File: config.mk
export PLATFORM = sky130hd
export DESIGN_NAME = spi_mem_bridge
export DESIGN_NICKNAME = d
export VERILOG_FILES = /design/src/rtl/spi_mem_pkg.sv /design/src/rtl/spi_mem_array.sv /design/src/rtl/spi_mem_bridge.sv
export SDC_FILE = /design/constraint.sdc
export NUM_CORES = 2
export LEC_CHECK = 0
export ABC_AREA = 1
export CORE_UTILIZATION = 45
export CTS_CLUSTER_DIAMETER = 200
export DETAILED_ROUTE_END_ITERATION = 10
export HOLD_SLACK_MARGIN = 0.15
export PLACE_DENSITY = 0.72
export RECOVER_POWER = 100
export SLEW_MARGIN = 20
export SYNTH_ARGS = -nofsm -noshare
export SYNTH_HDL_FRONTEND = slang
export SYNTH_SLANG_ARGS = --single-unit
File: constraint.sdc
create_clock -name clk -period 5.3 [get_ports clk]
set_input_delay 1.59 -clock clk [delete_from_list [all_inputs] [get_ports clk]]
set_output_delay 1.59 -clock clk [all_outputs]
set_load 0.01 [all_outputs]
File: src/rtl/spi_mem_pkg.sv
// Shared types and constants for the SPI-to-RAM bridge: FSM states, command codes, select bits.
package spi_mem_pkg;

  typedef enum logic [2:0] {
    IDLE,
    CHK_CMD,
    WRITE,
    READ_ADD,
    READ_DATA,
    EXEC,
    TX
  } state_t;

  localparam logic [1:0] CMD_WR_ADDR = 2'b00;
  localparam logic [1:0] CMD_WR_DATA = 2'b01;
  localparam logic [1:0] CMD_RD_ADDR = 2'b10;
  localparam logic [1:0] CMD_RD_DATA = 2'b11;

  localparam logic SEL_WRITE = 1'b0;
  localparam logic SEL_READ  = 1'b1;

endpackage

File: src/rtl/spi_mem_array.sv
// Bridge storage: synchronous write, registered one-cycle read, contents not reset.
module spi_mem_array #(
  parameter int unsigned DATA_W    = 8,
  parameter int unsigned ADDR_W    = 8,
  parameter int unsigned MEM_DEPTH = 256
) (
  input  logic              clk,
  input  logic              we,
  input  logic [ADDR_W-1:0] waddr,
  input  logic [DATA_W-1:0] wdata,
  input  logic              re,
  input  logic [ADDR_W-1:0] raddr,
  output logic [DATA_W-1:0] rdata
);

  logic [DATA_W-1:0] mem [MEM_DEPTH];

  always_ff @(posedge clk) begin
    if (we) mem[waddr] <= wdata;
    if (re) rdata <= mem[raddr];
  end

endmodule

File: src/rtl/spi_mem_bridge.sv
// SPI slave that executes address/data commands on an internal RAM and returns read data on miso.
// Build option SPI_AUTO_INC_EN: post-increment wr_addr/rd_addr after data accesses (bursts).
module spi_mem_bridge
  import spi_mem_pkg::*;
#(
  parameter int unsigned DATA_W    = 8,
  parameter int unsigned ADDR_W    = 8,
  parameter int unsigned MEM_DEPTH = 256
) (
  input  logic clk,
  input  logic rst,
  input  logic ss_n,
  input  logic mosi,
  output logic miso,
  output logic busy,
  output logic err
);

  localparam int unsigned PAY_W = DATA_W + 2;
  localparam int unsigned CNT_W = $clog2(PAY_W);

  state_t            state, state_n;
  logic [CNT_W-1:0]  cnt, cnt_n;
  logic              miso_n, err_n;
  logic [PAY_W-1:0]  sh;
  logic [DATA_W-1:0] tx_sh;
  logic [DATA_W-1:0] rdata;
  logic [ADDR_W-1:0] wr_addr, rd_addr;
  logic              rd_addr_seen, sel, rd_src;
  logic              sel_ld, shift_en, ld_wr, inc_wr, ld_rd, ram_we, ram_re;
  logic              tx_load, tx_shift, tx_end;
  logic [1:0]        cmd;

  assign cmd = sh[PAY_W-1 -: 2];

  // Next-state, output and datapath-strobe decode.
  always_comb begin
    state_n  = state;
    cnt_n    = cnt;
    miso_n   = 1'b0;
    err_n    = 1'b0;
    sel_ld   = 1'b0;
    shift_en = 1'b0;
    ld_wr    = 1'b0;
    inc_wr   = 1'b0;
    ld_rd    = 1'b0;
    ram_we   = 1'b0;
    ram_re   = 1'b0;
    tx_load  = 1'b0;
    tx_shift = 1'b0;
    tx_end   = 1'b0;
    case (state)
      IDLE: begin
        cnt_n = '0;
        if (!ss_n) state_n = CHK_CMD;
      end
      CHK_CMD: begin
        if (ss_n) begin
          state_n = IDLE;
          err_n   = 1'b1;
        end else begin
          sel_ld = 1'b1;
          cnt_n  = '0;
          if (mosi == SEL_WRITE)  state_n = WRITE;
          else if (rd_addr_seen)  state_n = READ_DATA;
          else                    state_n = READ_ADD;
        end
      end
      WRITE, READ_ADD, READ_DATA: begin
        if (ss_n) begin
          state_n = IDLE;
          err_n   = 1'b1;
        end else begin
          shift_en = 1'b1;
          if (cnt == CNT_W'(PAY_W - 1)) begin
            state_n = EXEC;
            cnt_n   = '0;
          end else begin
            cnt_n = cnt + CNT_W'(1);
          end
        end
      end
      EXEC: begin
        state_n = IDLE;
        if ((cmd[1] != sel) || ((cmd == CMD_RD_DATA) && !rd_src)) begin
          err_n = 1'b1;
        end else begin
          case (cmd)
            CMD_WR_ADDR: ld_wr = 1'b1;
            CMD_WR_DATA: begin
              ram_we = 1'b1;
`ifdef SPI_AUTO_INC_EN
              inc_wr = 1'b1;
`endif
            end
            CMD_RD_ADDR: ld_rd = 1'b1;
            default: begin
              // A read cannot complete once the master has deselected.
              if (ss_n) begin
                err_n = 1'b1;
              end else begin
                ram_re  = 1'b1;
                state_n = TX;
                cnt_n   = '0;
              end
            end
          endcase
        end
      end
      TX: begin
        if (cnt == CNT_W'(DATA_W)) begin
          state_n = IDLE;
          tx_end  = 1'b1;
        end else if (ss_n) begin
          state_n = IDLE;
          err_n   = 1'b1;
        end else begin
          // First TX cycle is the RAM latency: take the MSB straight from rdata.
          miso_n   = (cnt == '0) ? rdata[DATA_W-1] : tx_sh[DATA_W-1];
          tx_load  = (cnt == '0);
          tx_shift = (cnt != '0);
          cnt_n    = cnt + CNT_W'(1);
        end
      end
      default: state_n = IDLE;
    endcase
  end

  // FSM state and registered outputs.
  always_ff @(posedge clk) begin
    if (rst) begin
      state <= IDLE;
      cnt   <= '0;
      miso  <= 1'b0;
      busy  <= 1'b0;
      err   <= 1'b0;
    end else begin
      state <= state_n;
      cnt   <= cnt_n;
      miso  <= miso_n;
      busy  <= (state_n != IDLE);
      err   <= err_n;
    end
  end

  // Shift registers and address registers.
  always_ff @(posedge clk) begin
    if (rst) begin
      sh           <= '0;
      tx_sh        <= '0;
      wr_addr      <= '0;
      rd_addr      <= '0;
      rd_addr_seen <= 1'b0;
      sel          <= 1'b0;
      rd_src       <= 1'b0;
    end else begin
      if (sel_ld) begin
        sel    <= mosi;
        rd_src <= (mosi == SEL_READ) && rd_addr_seen;
      end
      if (shift_en) sh <= {sh[PAY_W-2:0], mosi};
      if (ld_wr)       wr_addr <= sh[ADDR_W-1:0];
      else if (inc_wr) wr_addr <= wr_addr + ADDR_W'(1);
      if (ld_rd) begin
        rd_addr      <= sh[ADDR_W-1:0];
        rd_addr_seen <= 1'b1;
      end
      if (tx_load)       tx_sh <= rdata << 1;
      else if (tx_shift) tx_sh <= tx_sh << 1;
      if (tx_end) begin
`ifdef SPI_AUTO_INC_EN
        rd_addr <= rd_addr + ADDR_W'(1);
`else
        rd_addr_seen <= 1'b0;
`endif
      end
    end
  end

  spi_mem_array #(
    .DATA_W   (DATA_W),
    .ADDR_W   (ADDR_W),
    .MEM_DEPTH(MEM_DEPTH)
  ) u_array (
    .clk  (clk),
    .we   (ram_we),
    .waddr(wr_addr),
    .wdata(sh[DATA_W-1:0]),
    .re   (ram_re),
    .raddr(rd_addr),
    .rdata(rdata)
  );

endmodule

==> insert_results.sql <==
INSERT INTO impl_metrics (metric_group, metric, value, unit) VALUES
('global_route', 'number_of_antenna_violations_at_the_first_check_in_global_routing', '5', ''),
('clock_tree', 'cts-buffers-inserted', '199', ''),
('route', 'num_vias', '56200', ''),
('floorplan', 'die_h', '437', 'um'),
('pwr', 'ir_worst_vdd', '0.235', 'mV'),
('status', 'run_status', 'complete, but fails checks', ''),
('clock_tree', 'worstSkewPairLatency', '0.84', 'ns'),
('placement', 'estimated_wirelength_of_the_detail_placed_design', '117', 'mm'),
('logic_synthesis', 'muxShareOfSynthArea', '0', '%'),
('logic_synthesis', 'syn-cell-area', '0.0853', 'sq mm'),
('placement', 'port_buffers', '6', ''),
('status', 'failed_checks', 'capacitance limit, slew limit', ''),
('global_route', 'wire_length_of_the_first_global_routing_pass', '329', 'mm'),
('logic_synthesis', 'synth.top_cells.by_count', 'sky130_fd_sc_hd__nand2_1 (2125), sky130_fd_sc_hd__edfxtp_1 (2056), sky130_fd_sc_hd__nand3_1 (2022)', ''),
('floorplan', 'die_area', '0.191', 'sq mm'),
('critical_path', 'cp_cell_sequence', 'clkbuf_2', ''),
('logic_synthesis', 'yosys_register_bits', '2102', ''),
('timing', 'period_minus_slack', '4.42', 'ns'),
('timing', 'setup_repair_after_global_routing_missed_its_margin', 'no', ''),
('logic_synthesis', 'synth_nets', '7210', ''),
('global_route', 'grt_pass1_vias', '52900', ''),
('timing', 'hold_viol', '0', ''),
('timing', 'achievable-frequency', '226', 'MHz'),
('floorplan', 'rows', '159', ''),
('clock_tree', 'clock_sinks', '2102', ''),
('critical_path', 'cp_top_family', 'flip-flops', ''),
('global_route', 'grt-ovfl-total', '0', ''),
('logic_synthesis', 'synth-main-ff-cell', 'sky130_fd_sc_hd__edfxtp_1', ''),
('hold_path', 'min_from', 'rd_src', ''),
('global_route', 'grt_util_all_layers', '22.5', '%'),
('timing', 'max_slew.worst_pin.slew', '3.96', 'ns'),
('floorplan', 'floorplan.io_pins', '7', ''),
('route', 'first_iter_violations', '7879', ''),
('run', 'max_cap_violations', '15', ''),
('timing', 'final.setup.tns', '0', 'ns'),
('logic_synthesis', 'synthXorXnorAreaFrac', '0.0103', '%'),
('timing', 'post-route-period-util', '83.4', '%'),
('floorplan', 'die_x', '437', 'um'),
('clock_tree', 'h-tree-depth', '4', ''),
('timing', 'drv_slew', '1411', ''),
('route', 'wirelength', '220', 'mm'),
('logic_synthesis', 'synth-warning-count', '0', ''),
('timing', 'slew_headroom', '-164', '%'),
('critical_path', 'timing.critical_path.to_type', 'register', ''),
('route', 'drt_first_pass_iters', '6', ''),
('clock_tree', 'clock_tree_from_tritoncts', 'yes', ''),
('clock_tree', 'clk_transition_reported_paths', '0.06', 'ns'),
('floorplan', 'initial_utilization', '45.4', '%'),
('logic_synthesis', 'adder_cell_share_of_the_synthesized_area', '0.0440', '%'),
('logic_synthesis', 'synthDistinctLibCells', '34', ''),
('final_layout', 'layout-area-overhead-vs-synth', '9.12', '%'),
('critical_path', 'critical-path-slowest-cell', 'sky130_fd_sc_hd__dfxtp_1', ''),
('logic_synthesis', 'synth_top_cell_by_area', 'sky130_fd_sc_hd__edfxtp_1', ''),
('placement', 'gpl.final_weighted_congestion', '0.894', ''),
('critical_path', 'critPathRequiredTime', '5.72', 'ns'),
('clock_tree', 'postCtsResizedCells', '0', ''),
('critical_path', 'crit_fanout', '76', ''),
('route', 'remaining_drc_errors', '0', ''),
('final_layout', 'nets', '7011', ''),
('pwr', 'power_density', '343', 'mW/mm^2'),
('global_route', 'largest_net_degree_at_the_start_of_global_routing', '220', ''),
('hold_path', 'hp-class', 'reg2reg', ''),
('timing', 'setup_viol_count_final', '0', ''),
('route', 'post_drt_via_cell_ratio', '5.81', ''),
('final_layout', 'postLayoutCoreUtil', '49.5', '%'),
('timing', 'fin_skew', '0.0221', 'ns'),
('floorplan', 'core_area', '0.188', 'sq mm'),
('pwr', 'leakage', '0.0316', 'uW'),
('logic_synthesis', 'yosys-top-cells-area', 'sky130_fd_sc_hd__edfxtp_1 (72%), sky130_fd_sc_hd__nand3_1 (12%), sky130_fd_sc_hd__nand2_1 (9.3%), sky130_fd_sc_hd__buf_2 (1.6%), sky130_fd_sc_hd__nor2_1 (1.3%)', ''),
('critical_path', 'crit_arrival', '4.84', 'ns'),
('logic_synthesis', 'cells_after_synthesis', '7203', '');
## placed cells by master, fill, tap and decap left out, types with 3 or more instances in the layout
cell / synthesis / final
sky130_fd_sc_hd__a21oi_1: 42 / 42
sky130_fd_sc_hd__nand2_1: 2125 / 2127
sky130_fd_sc_hd__clkinv_8: 0 / 3
sky130_fd_sc_hd__nor2_1: 288 / 289
sky130_fd_sc_hd__o21ai_0: 36 / 36
sky130_fd_sc_hd__nor3_1: 5 / 10
sky130_fd_sc_hd__ha_1: 3 / 3
sky130_fd_sc_hd__inv_1: 41 / 39
sky130_fd_sc_hd__clkbuf_1: 105 / 52
sky130_fd_sc_hd__buf_12: 0 / 28
sky130_fd_sc_hd__dfxtp_4: 0 / 4
sky130_fd_sc_hd__nand3_1: 2022 / 2022
sky130_fd_sc_hd__bufinv_16: 0 / 12
sky130_fd_sc_hd__clkinv_2: 0 / 43
sky130_fd_sc_hd__dlygate4sd3_1: 0 / 5
sky130_fd_sc_hd__clkinv_1: 4 / 52
sky130_fd_sc_hd__dfxtp_1: 46 / 41
sky130_fd_sc_hd__buf_4: 48 / 45
sky130_fd_sc_hd__nand2_2: 16 / 14
sky130_fd_sc_hd__a211oi_1: 4 / 4
sky130_fd_sc_hd__inv_6: 0 / 7
sky130_fd_sc_hd__clkbuf_16: 0 / 204
sky130_fd_sc_hd__edfxtp_1: 2056 / 2056
sky130_fd_sc_hd__clkbuf_2: 0 / 5
sky130_fd_sc_hd__o22ai_1: 5 / 5
## power breakdown
group / switching [uW] / internal, uW / total (uW)
combinational: 118 / 15.6 / 134
sequential: 25.1 / 18100 / 18100
clock: 6020 / 7640 / 13700
total: 6160 / 25700 / 31900
## worst paths after layout
path                                           end  cells after the start
worst max-delay path            u_array.mem[95][7]                      1
worst min-delay path                        rd_src                      2
worst max register to register  u_array.mem[95][7]                      1
worst min register to register              rd_src                      2
## flip-flops by register name, indices dropped and copies added, names as in the netlist
signal,flops
busy,1
cnt,4
err,1
miso,1
rd_addr,8
rd_addr_seen,1
rd_src,1
sel,1
sh,10
state,3
tx_sh,7
u_array.mem,2048
u_array.rdata,8
wr_addr,8
## metal layers
layer,GRT usage [%],part of all wire (%),up-vias,wire [um]
met3,4.64,11,445,23800
met5,0,0.026,-,57
li1,-,-,25200,-
met4,8.05,3.4,8,7490
met2,35.4,47,3224,102000
met1,31.1,39,27300,85900
## metrics by stage
stage               power (uW)  setup slack [ns]  cells  instance area (sq um)
floorplan                18500              1.00   7203                  85300
global placement         18600              1.61   9298                  87100
detailed placement       18600              1.58   9298                  87100
CTS                      32000              1.76   9666                  93300
global route             32600             0.766   9666                  93100
finish                   31900             0.879   9668                  93100
## cell families after synthesis
group	count (synthesis)
AO/OA/AOI/OAI	91
XOR/XNOR	1
flip-flops	2102
AND/OR/NAND/NOR	4467
adder cells (fa/ha/maj)	3
buffers and inverters	539
## final cells by class
class / instances / area share [%]
diodes: 2 / 0.00538
clock inverters: 114 / 0.939
well taps: 2495 / 3.35
repair buffers: 90 / 1.09
inverters: 49 / 0.222
flip-flops and latches: 2102 / 67.3
clock buffers: 254 / 5.71
multi-input cells: 4562 / 21.4
(Power assumes the default switching activity.)
